$ cat src/rtl/id_ex_pipe_reg.sv
// id_ex_pipe_reg: ID/EX pipeline register with load-use hazard detection.
// Latches the decoder control bundle and decode-stage operands into EX.
// A load-use pair triggers a one-cycle stall and a bubble. A taken
// branch or jump (flush_i) also inserts a bubble. A downstream busy
// signal (hold_i) freezes the register.
// Optional feature: define ID_EX_PERF_CNT_EN to add the bubble and hold
// event counters (bubble_cnt_o, hold_cnt_o).
module id_ex_pipe_reg #(
    parameter int DATA_W = 32,
    parameter int CTRL_W = 15
) (
    input  logic              clk,
    input  logic              rst_n,
    input  logic [CTRL_W-1:0] ctrl_i,
    input  logic [DATA_W-1:0] pc4_i,
    input  logic [DATA_W-1:0] rs_data_i,
    input  logic [DATA_W-1:0] rt_data_i,
    input  logic [DATA_W-1:0] imm_i,
    input  logic [4:0]        rs_i,
    input  logic [4:0]        rt_i,
    input  logic [4:0]        rd_i,
    input  logic [4:0]        shamt_i,
    input  logic [5:0]        funct_i,
    input  logic              hold_i,
    input  logic              flush_i,
    output logic [CTRL_W-1:0] ctrl_o,
    output logic [DATA_W-1:0] pc4_o,
    output logic [DATA_W-1:0] rs_data_o,
    output logic [DATA_W-1:0] rt_data_o,
    output logic [DATA_W-1:0] imm_o,
    output logic [4:0]        rs_o,
    output logic [4:0]        rt_o,
    output logic [4:0]        rd_o,
    output logic [4:0]        shamt_o,
    output logic [5:0]        funct_o,
    output logic              valid_o,
`ifdef ID_EX_PERF_CNT_EN
    output logic [31:0]       bubble_cnt_o,
    output logic [31:0]       hold_cnt_o,
`endif
    output logic              stall_o
);

    // Control bundle bit positions (LSB first).
    localparam int unsigned C_REGDST   = 0;
    localparam int unsigned C_MEMREAD  = 4;
    localparam int unsigned C_MEMWRITE = 5;
    localparam int unsigned C_BRANCH   = 6;

    // Action taken at the next edge, in priority order.
    typedef enum logic [1:0] {
        ACT_LOAD   = 2'd0,
        ACT_BUBBLE = 2'd1,
        ACT_HOLD   = 2'd2
    } act_t;

    act_t act;
    logic rt_src;
    logic hz;

    // Load-use hazard: a load in EX whose destination rt feeds the ID instruction.
    always_comb begin
        rt_src = ctrl_i[C_REGDST] | ctrl_i[C_MEMWRITE] | ctrl_i[C_BRANCH];
        hz     = valid_o & ctrl_o[C_MEMREAD] & (rt_o != 5'd0) &
                 ((rt_o == rs_i) | ((rt_o == rt_i) & rt_src));
    end

    // Select the edge action and the stall request (hold and flush mask the stall).
    always_comb begin
        act     = ACT_LOAD;
        stall_o = 1'b0;
        if (hold_i) begin
            act = ACT_HOLD;
        end else if (flush_i || hz) begin
            act     = ACT_BUBBLE;
            stall_o = hz & ~flush_i;
        end
    end

    // Pipeline register: hold keeps everything. A bubble still loads the
    // data fields but zeroes the control bits and clears valid.
    always_ff @(posedge clk or negedge rst_n) begin
        if (!rst_n) begin
            ctrl_o    <= '0;
            pc4_o     <= '0;
            rs_data_o <= '0;
            rt_data_o <= '0;
            imm_o     <= '0;
            rs_o      <= '0;
            rt_o      <= '0;
            rd_o      <= '0;
            shamt_o   <= '0;
            funct_o   <= '0;
            valid_o   <= 1'b0;
        end else if (act != ACT_HOLD) begin
            pc4_o     <= pc4_i;
            rs_data_o <= rs_data_i;
            rt_data_o <= rt_data_i;
            imm_o     <= imm_i;
            rs_o      <= rs_i;
            rt_o      <= rt_i;
            rd_o      <= rd_i;
            shamt_o   <= shamt_i;
            funct_o   <= funct_i;
            if (act == ACT_BUBBLE) begin
                ctrl_o  <= '0;
                valid_o <= 1'b0;
            end else begin
                ctrl_o  <= ctrl_i;
                valid_o <= 1'b1;
            end
        end
    end

`ifdef ID_EX_PERF_CNT_EN
    // Event counters: bubbles inserted and held edges. Both wrap naturally.
    always_ff @(posedge clk or negedge rst_n) begin
        if (!rst_n) begin
            bubble_cnt_o <= '0;
            hold_cnt_o   <= '0;
        end else begin
            if (act == ACT_BUBBLE) bubble_cnt_o <= bubble_cnt_o + 32'd1;
            if (act == ACT_HOLD)   hold_cnt_o   <= hold_cnt_o + 32'd1;
        end
    end
`endif

endmodule
$ cat config.mk
export PLATFORM = sky130hd
export DESIGN_NAME = id_ex_pipe_reg
export DESIGN_NICKNAME = d
export VERILOG_FILES = /design/src/rtl/id_ex_pipe_reg.sv
export SDC_FILE = /design/constraint.sdc
export NUM_CORES = 1
export LEC_CHECK = 0
export ABC_AREA = 1
export CAP_MARGIN = 10
export CELL_PAD_IN_SITES_DETAIL_PLACEMENT = 1
export CELL_PAD_IN_SITES_GLOBAL_PLACEMENT = 2
export CORE_UTILIZATION = 19
export DETAILED_ROUTE_END_ITERATION = 10
export GPL_TIMING_DRIVEN = 1
export PLACE_DENSITY = 0.84
export RECOVER_POWER = 50
export SLEW_MARGIN = 20
export SYNTH_ARGS = -nofsm -noshare
export SYNTH_HDL_FRONTEND = slang
export SYNTH_SLANG_ARGS = --single-unit
$ cat constraint.sdc
create_clock -name clk -period 1.7 [get_ports clk]
set_clock_uncertainty 0.15 [all_clocks]
set_input_delay 0.51 -clock clk [delete_from_list [all_inputs] [get_ports clk]]
set_output_delay 0.51 -clock clk [all_outputs]
set_load 0.05 [all_outputs]
==> results of run 1 <==
power breakdown:
part	leakage, uW	internal, uW	total (uW)	switching, uW
clock network	0.000295	2240	4150	1910
registers	0.00208	4400	4810	406
logic	0.00436	2080	4180	2110
total	0.00674	8720	13100	4430
cells by family after synthesis:
| logic type | Yosys count | synth area share (%) |
|---|---|---|
| and+or+nand+nor | 534 | 31.6 |
| DFF | 170 | 64.1 |
| buffers and inverters | 53 | 3.49 |
| AOI/OAI and AO/OA | 9 | 0.679 |
| xor gates and xnor gates | 1 | 0.132 |
critical path, stage by stage:
cell             delay, ns
clkdlybuf4s50_1       0.52
xnor2_1               0.13
nand3_1               0.10
nand2_2               0.10
nand2_4               0.06
nor3_4                0.14
buf_12                0.16
per-stage QoR:
stage / area, um2 / hold WS [ns] / setup TNS [ns] / setup WS [ns] / cells
floorplan: 6640 / 0.0644 / -0.565 / -0.565 / 767
global placement: 12600 / 0.241 / -8.17 / -0.824 / 1567
detailed placement: 12600 / 0.236 / -8.37 / -0.823 / 1567
CTS: 13400 / 0.300 / -4.95 / -0.749 / 1626
global route: 13600 / 0.339 / -9.31 / -0.759 / 1660
finish: 13600 / 0.339 / -1.65 / -0.687 / 1660
final timing paths:
path	to	startpoint	depth (start not counted)	slack, ns
max	stall_o	rs_i[2]	7	-0.69
min	rs_o[3]	rs_i[3]	3	0.34
max reg2reg	ctrl_o[0]	rt_o[4]	8	0.06
min reg2reg	pc4_o[1]	pc4_o[1]	2	0.40
max in group asynchronous	rt_o[1]	rst_n	3	0.09
min in group asynchronous	ctrl_o[5]	rst_n	2	0.44
state kept, by name (all words and copies together) (netlist names):
name / count
rs_data_o: 32
rs_o: 5
pc4_o: 32
shamt_o: 5
funct_o: 6
rt_o: 5
valid_o: 1
imm_o: 32
ctrl_o: 15
rt_data_o: 32
rd_o: 5
cell type report:
type / instances / area [um2]
fill: 3840 / 20900
timing repair buffer: 443 / 5910
multi-input combinational: 544 / 2160
sequential: 170 / 4260
clock inverter: 14 / 174
tap: 455 / 569
clock buffer: 18 / 429
inverter: 16 / 60.1
metal layers:
metal  track usage (%)  vias to the layer above  part of all wire (%)
met4              5.46                        2                   2.2
met2              25.8                      210                    52
met5                 0                        -                 0.046
li1                  -                     3157                     -
met3              5.52                       34                   7.5
met1              16.3                     3201                    38
synth_stat cells, types with 2 or more instances:
| cell type | n |
|---|---|
| inv_1 | 11 |
| dfrtp_1 | 170 |
| nor2_1 | 5 |
| inv_2 | 5 |
| clkbuf_1 | 12 |
| o21ai_0 | 9 |
| nand2_1 | 504 |
| nor3_1 | 2 |
| nand3_2 | 8 |
| buf_2 | 14 |
| buf_1 | 9 |
| nand3_1 | 11 |
repair_timing:
action | in CTS | in global routing
endpoints found under the setup margin | 174 | 186
pin swaps | 10 | 5
hold buffers | 1 | 0
hold endpoints to repair | 34 | 0
resized for setup | 20 | 5
buffers inserted | 27 | 36
==> flow_summary.yaml, run 1 <==
synth:
  synth_area_mm2: 0.00664
  synthTopCellsByArea: "dfrtp_1 (64%), nand2_1 (29%), nand3_2 (1.2%)"
  postSynth.asyncResetShare_pct: 100
  synthDistinctLibCells: 19
  synth_nets: 940
  netlist_instances: 767
  synth_edf_count: 0
  ys_seq_area_share_pct: 64.1
  synth_warnings: 0
  synth_top_area_share_pct: 64.1
  synth.avg_cell_area_um2: 8.65
  synth_ff_type: "dfrtp_1"
  synth-seq-cells: 170
  synth_top_area_cell: "dfrtp_1"
outcome:
  outcome: "finished with violations"
  violations: "negative setup slack"
layout:
  fin_nets: 1365
  drive_above_1_share_pct: 26.6
  final_util_pct: 39.4
  layout_commonest_cell: "nand2_1"
  areaGrowthSynthToFinish_pct: 105
  final_cell_mix: "nand2_1 (503), buf_12 (175), dfrtp_1 (165)"
  num_antenna_cells: 0
drt:
  vias: 6604
  remaining_drc_errors: 0
  drtIter0Drc: 184
  wl_um: 26100
  via_per_inst: 3.98
  drtAntennaViolNets: 0
  dr.pass1.iters: 4
  wire_per_inst_um: 15.7
timing:
  fmax_mhz: 419
  worst_slew_pin_slew_ns: 0.779
  finalSetupViolCount: 11
  rsz0062_at_grt: "yes"
  finalWorstSetupSlack_ns: -0.687
  period_minus_slack_ns: 2.39
  timing_hold_violations_final: 0
  final-max-slew-violation-count: 0
  period_share_pct: 140
  slew_headroom_pct: 48.0
placed_design:
  place_hpwl_um: 19200
  io_buffers: 343
  place_congestion: 0.765
clocking:
  clk_pin_slew_ns: 0.07
  clk_latency_ns: 0.43
  cts_sinks: 170
  clockRootBuffer: "clkbuf_16"
  cts_tree: "done"
  cts.path.max_buffers: 2
  htreeDepth: 4
  cts_buffers: 17
power_and_ir_drop:
  power_density_mw_per_mm2: 969
  peakVddDrop_mv: 0.626
  power_uw: 13100
  p_leak_uw: 0.00674
worst_setup_path:
  required_ns: 1.04
  start_kind: "input port"
  critPathCaptureType: "primary output"
  critPathMaxFanout: 2
  cp.arrival_ns: 1.73
  critical_path_class: "input port to primary output"
floorplanning:
  die-area_mm2: 0.0357
  core_mm2: 0.0345
  start_util_pct: 19.3
  ios: 344
  die_y_um: 189
  die_x_um: 189
  num_rows: 68
global_routing:
  grt-ovfl-total: 0
  grt_pass1_vias: 7142
  grt_usage_pct: 14.8
  antenna_found_initial: 1
  grt_max_degree: 87
  grt_pass1_wl_um: 40500
hold_path:
  min_path_type: "input port to flop"
flow_run:
  max-cap-violations: 0
Note: power is estimated with default switching activity, not from simulation.
==> run 2, diff against run 1 <==
==> config.mk (replaced) <==
export PLATFORM = sky130hd
export DESIGN_NAME = id_ex_pipe_reg
export DESIGN_NICKNAME = d
export VERILOG_FILES = /design/src/rtl/id_ex_pipe_reg.sv
export SDC_FILE = /design/constraint.sdc
export NUM_CORES = 1
export LEC_CHECK = 0
export CAP_MARGIN = 10
export CORE_UTILIZATION = 36
export DETAILED_ROUTE_END_ITERATION = 10
export GPL_TIMING_DRIVEN = 1
export PLACE_DENSITY = 0.86
export RECOVER_POWER = 50
export SLEW_MARGIN = 20
export SYNTH_ARGS = -nofsm -noshare
export SYNTH_HDL_FRONTEND = slang
export SYNTH_SLANG_ARGS = --single-unit
==> run 2 against run 1 <==
Compared with the run above: the run still ends with negative setup slack left; design area decreased by 4.8%; via count is 24% lower; register-to-register slack got worse by 0.30 ns; core utilization grew 33 points; sequential power increased by 3%; combinational power is 11% higher; synthesized cell count down 46%; critical path depth shrank 3; worst hold slack better by 0.020 ns; die area fell by 47%; critical endpoint unchanged; largest cell class unchanged.
==> flow_summary.yaml, run 2 <==
timing:
  period_minus_slack_ns: 2.53
  timing_hold_violations_final: 0
  final-max-slew-violation-count: 0
  finalWorstSetupSlack_ns: -0.828
  period_share_pct: 149
  rsz0062_at_grt: "yes"
  holdWs_ns: 0.359
  setup_tns_ns: -5.60
  slew_headroom_pct: 38.7
  finalSetupViolCount: 47
  worst_slew_pin_slew_ns: 0.919
  fmax_mhz: 396
layout:
  drive_above_1_share_pct: 52.2
  num_antenna_cells: 0
  stdcell_count: 1035
  finalInstanceArea_mm2: 0.0129
  fin_nets: 967
  final_cell_mix: "buf_12 (178), dfrtp_1 (164), clkdlybuf4s50_1 (162)"
  areaGrowthSynthToFinish_pct: 95.9
  layout_commonest_cell: "buf_12"
clocking:
  clockRootBuffer: "clkbuf_16"
  cts_tree: "done"
  cts_buffers: 17
  cts.path.max_buffers: 2
  clk_pin_slew_ns: 0.07
  htreeDepth: 4
  cts_sinks: 170
  clk_latency_ns: 0.42
synth:
  synth_ff_type: "dfrtp_1"
  synth.avg_cell_area_um2: 15.8
  synth_edf_count: 0
  netlist_instances: 416
  ys_top_cells_by_count: "dfrtp_1 (170), mux2_2 (154), nand2_1 (16), a32oi_1 (15), clkbuf_1 (13)"
  synth_nets: 589
  synth_top_area_share_pct: 64.5
  ys_seq_area_share_pct: 64.5
  synth_top_area_cell: "dfrtp_1"
  synth_warnings: 0
  synthDistinctLibCells: 25
  synthTopCellsByArea: "dfrtp_1 (65%), mux2_2 (26%), a32oi_1 (2.0%)"
  postSynth.asyncResetShare_pct: 100
  synth-seq-cells: 170
  synth_area_mm2: 0.00659
  yosysMostFrequentCell: "dfrtp_1"
placed_design:
  placed_area_mm2: 0.0123
  place_inst: 999
  io_buffers: 343
  place_congestion: 0.792
  place_hpwl_um: 16000
power_and_ir_drop:
  internal-power_uw: 8810
  power_density_mw_per_mm2: 1020
  power_uw: 13200
  pwr-share-comb_pct: 35.2
  p_seq_share_pct: 37.5
  switchingPower_uw: 4400
  p_sw_share_pct: 33.3
  clkPwrFrac_pct: 27.4
  p_leak_uw: 0.00553
  peakVddDrop_mv: 0.672
drt:
  dr.pass1.iters: 4
  vias: 5033
  drtIter0Drc: 122
  drtAntennaViolNets: 0
  wl_um: 20200
  wl_met3_um: 1560
  wire_per_inst_um: 19.5
  met1_length_um: 6750
  remaining_drc_errors: 0
  wl_met2_um: 11400
  via_per_inst: 4.86
  highest_layer: "met4"
flow_run:
  max-cap-violations: 0
worst_setup_path:
  critPathCaptureType: "primary output"
  required_ns: 1.04
  r2r_end: "ctrl_o[5]"
  reg2reg_slack_ns: -0.24
  endpoint: "stall_o"
  cp.arrival_ns: 1.87
  start_kind: "flop"
  reg2reg_depth: 6
  critPathMaxFanout: 5
  timing.rr.start: "rt_o[4]"
  critical_path_class: "flop to primary output"
  worstSetupStartpoint: "rt_o[4]"
global_routing:
  grt_max_degree: 36
  grt_usage_pct: 21.3
  grt_pass1_vias: 5430
  grt-ovfl-total: 0
  antenna_found_initial: 0
  grt_pass1_wl_um: 29700
outcome:
  violations: "negative setup slack"
  outcome: "finished with violations"
floorplanning:
  die_x_um: 137
  start_util_pct: 36.7
  core_mm2: 0.0180
  die_y_um: 137
  die-area_mm2: 0.0189
  num_rows: 49
  ios: 344
hold_path:
  min_path_type: "input port to flop"
-- run 2: changes by cell type in the layout (fill, tap and decap cells not counted), moves of 6 or more --
cell / previous run / this run
buf_4: 73 / 14
nand2_1: 503 / 16
nand3_2: 8 / 0
clkbuf_1: 9 / 3
nand3_1: 11 / 1
a32oi_1: 0 / 15
mux2_2: 0 / 154
xnor2_2: 0 / 6
o21ai_2: 0 / 8
inv_1: 12 / 1
-- run 2: cell families after synthesis --
logic type / Yosys count / synth area share, %
flops: 170 / 64.5
mux: 155 / 26.5
compound gates: 34 / 4.25
buf+inv: 25 / 1.88
simple gates: 22 / 1.54
xor+xnor: 10 / 1.33
-- run 2: power groups by stage --
stage	combinational, uW	sequential (uW)	clock, uW
6_report	4650	4950	3610
5_1_grt	4810	5000	3850
4_1_cts	4680	4950	3710
3_5_place_dp	4650	5020	0
3_3_place_gp	4580	4980	0
2_1_floorplan	601	6240	0
-- run 2: worst max-delay path, stage by stage (launching register included) --
cell and delay, ns:
dfrtp_2 0.46, or4_4 0.55, o211ai_4 0.22, nor4b_4 0.08, buf_12 0.15
-- run 2: layout make-up --
class,count,area [um2]
multi-input cells,221,2290
inverters,1,3.75
flip-flops and latches,170,4260
clock inverters,13,113
well taps,229,287
repair buffers,383,5530
fillers,1104,5050
clock buffers,18,429
-- run 2: repair_timing --
item,4_1_cts,5_1_grt
setup buffers,1,4
pin swaps,6,1
setup endpoints to repair,28,37
resized for setup,18,8
cloned,0,0
hold buffers,1,0
hold endpoints to repair,22,0
-- run 2: worst min-delay path by stage --
stage                end  slack, ns  cells after the start  startpoint
2_1_floorplan  ctrl_o[0]       0.06                      0       rst_n
3_3_place_gp   pc4_o[16]       0.28                      1       rst_n
3_5_place_dp   pc4_o[21]       0.27                      1       rst_n
4_1_cts          rs_o[0]       0.34                      2     rs_i[0]
5_1_grt          rs_o[0]       0.37                      2     rs_i[0]
6_report         rs_o[0]       0.36                      2     rs_i[0]
-- run 2: stage by stage --
| step | setup slack, ns | utilization [%] |
|---|---|---|
| 2_1_floorplan | -0.673 | - |
| 3_3_place_gp | -0.924 | 68.7 |
| 3_5_place_dp | -0.937 | 68.7 |
| 4_1_cts | -0.850 | 72.0 |
| 5_1_grt | -0.919 | 71.9 |
| 6_report | -0.828 | 71.9 |
-- run 2: metal layers --
layer | up-vias | GRT usage [%]
met3 | 32 | 7.10
met1 | 2530 | 21.8
met5 | - | 0
met4 | 0 | 7.14
li1 | 2259 | -
met2 | 212 | 40.2
==> run 3, diff against run 2 <==
--- a/config.mk
+++ b/config.mk
@@ -8,7 +8,7 @@
 export CAP_MARGIN = 10
 export CORE_UTILIZATION = 36
 export DETAILED_ROUTE_END_ITERATION = 10
-export GPL_TIMING_DRIVEN = 1
+export GPL_TIMING_DRIVEN = 0
 export PLACE_DENSITY = 0.86
 export RECOVER_POWER = 50
 export SLEW_MARGIN = 20
==> run 3 against run 2 <==
Compared with the run above: the run still ends with negative setup slack left; total power shrank 5.9%; setup slack worse by 0.084 ns; maximum frequency fell by 3.2%; register-to-register slack worse by 0.02 ns; combinational power down 23%; sequential power shrank 4.8%; sequential share of layout area rose by 6.4 points; global-route usage is 1.9 points lower; critical path depth increased by 1; critical endpoint unchanged.
==> flow_summary.yaml, run 3 (synthesis results as in run 2) <==
power_and_ir_drop:
  power_density_mw_per_mm2: 1150
  p_seq_share_pct: 37.9
  p_leak_uw: 0.00473
  p_sw_share_pct: 32.9
  internal-power_uw: 8340
  clkPwrFrac_pct: 33.3
  peakVddDrop_mv: 0.665
  power_uw: 12400
  pwr-share-comb_pct: 28.8
  switchingPower_uw: 4090
clocking:
  cts_tree: "done"
  cts_buffers: 17
  cts.path.max_buffers: 2
  clockRootBuffer: "clkbuf_16"
  clk_pin_slew_ns: 0.07
  htreeDepth: 4
  cts_sinks: 170
  clk_latency_ns: 0.42
global_routing:
  grt_pass1_wl_um: 27500
  grt_most_used_layer: "met2"
  grt_usage_pct: 19.4
  grt-ovfl-total: 0
  use_met3_pct: 6.44
  grt_use_met1_pct: 21.3
  antenna_found_initial: 2
  grt_pass1_vias: 5173
  use_met2_pct: 34.1
  grt_max_degree: 90
worst_setup_path:
  cp_top_family: "simple AND/OR/NAND/NOR gates"
  cpMaxStageDelayCell: "or4_4"
  critPathBufInv: 2
  critPathMaxFanout: 4
  required_ns: 1.04
  critical_path_class: "flop to primary output"
  timing.rr.start: "rt_o[4]"
  cp.arrival_ns: 1.95
  worstSetupStartpoint: "rt_o[4]"
  path_common_cell: "buf_6"
  path_depth: 5
  slowest_delay_ns: 0.54
  start_kind: "flop"
  critPathCaptureType: "primary output"
  reg2reg_depth: 7
  path_cells: "or4_4 > o211ai_4 > buf_6 > nor4b_4 > buf_6"
timing:
  holdWs_ns: 0.159
  finalSetupViolCount: 22
  fmax_mhz: 383
  timing_hold_violations_final: 0
  period_share_pct: 154
  worst_slew_pin_slew_ns: 1.15
  slew_headroom_pct: 23.3
  rsz0062_at_grt: "yes"
  finalWorstSetupSlack_ns: -0.912
  final-max-slew-violation-count: 0
  period_minus_slack_ns: 2.61
floorplanning:
  ios: 344
  die_y_um: 137
  core_mm2: 0.0180
  num_rows: 49
  start_util_pct: 36.7
  die-area_mm2: 0.0189
  die_x_um: 137
layout:
  fin_nets: 963
  final_util_pct: 60.3
  layout_commonest_cell: "clkdlybuf4s50_1"
  areaGrowthSynthToFinish_pct: 64.3
  regArea_mm2: 0.00426
  final_cell_mix: "clkdlybuf4s50_1 (166), dfrtp_1 (164), mux2_2 (154)"
  drive_above_1_share_pct: 51.1
  finalInstanceArea_mm2: 0.0108
  multiInputGateArea_mm2: 0.00227
  fill_cells: 1501
drt:
  drtAntennaViolNets: 0
  dr.pass1.iters: 4
  via_per_inst: 4.73
  remaining_drc_errors: 0
  wl_um: 18400
  drtIter0Drc: 142
  wire_per_inst_um: 17.8
  vias: 4885
placed_design:
  io_buffers: 342
  pre_cts_slack_ns: -1.71
  place_hpwl_um: 13600
  placed_area_mm2: 0.0104
  place_congestion: 0.791
flow_run:
  max-cap-violations: 0
outcome:
  outcome: "finished with violations"
  violations: "negative setup slack"
hold_path:
  min_path_type: "input port to asynchronous set/reset pin"
run 3: cell count changes in the layout (fill, tap and decap cells not counted), moves of 5 or more:
cell and delta:
buf_6 +25, clkbuf_4 +5, buf_12 -177, buf_4 +130
run 3: routing by layer:
layer	wire length, um	vias up
li1	-	2243
met1	6660	2423
met2	9830	197
met3	1510	22
met4	416	0
met5	0	-
run 3: layout make-up:
cell class              instances  area share [%]
flip-flops and latches        170            39.4
repair buffers                355            30.0
multi-input cells             221            20.9
clock buffers                  18            3.96
well taps                     229            2.65
clock inverters                13            1.78
plain buffers                  24            1.26
diodes                          2          0.0462
inverters                       1          0.0347
run 3: metrics by stage:
stage	cells	setup TNS (ns)
2_1_floorplan	416	-3.46
6_report	1033	-5.04
4_1_cts	1027	-4.20
3_5_place_dp	988	-84.66
3_3_place_gp	987	-1294.50
5_1_grt	1033	-10.55
run 3: final timing paths:
| check | endpoint | slack, ns |
|---|---|---|
| max in group asynchronous | rt_o[4] | 0.15 |
| max reg2reg | ctrl_o[0] | -0.26 |
| min in group clk | ctrl_o[7] | 0.34 |
| min reg2reg | ctrl_o[7] | 0.34 |
| max | stall_o | -0.91 |
| min | shamt_o[0] | 0.16 |
run 3: power by group through the flow:
stage	Combinational (uW)	Sequential, uW	Clock, uW
after floorplan	601	6240	0
after detailed placement	3620	4770	0
after global routing	3740	4760	4390
final	3580	4710	4140
after global placement	3570	4750	0
after CTS	3540	4700	4260
run 3: what timing repair did:
| item | CTS | global route |
|---|---|---|
| setup buffers | 8 | 4 |
| setup endpoints to repair | 255 | 50 |
| gates cloned | 0 | 0 |
| pin swaps | 3 | 2 |
| hold endpoints to repair | 81 | 48 |
| resized for setup | 1043 | 40 |
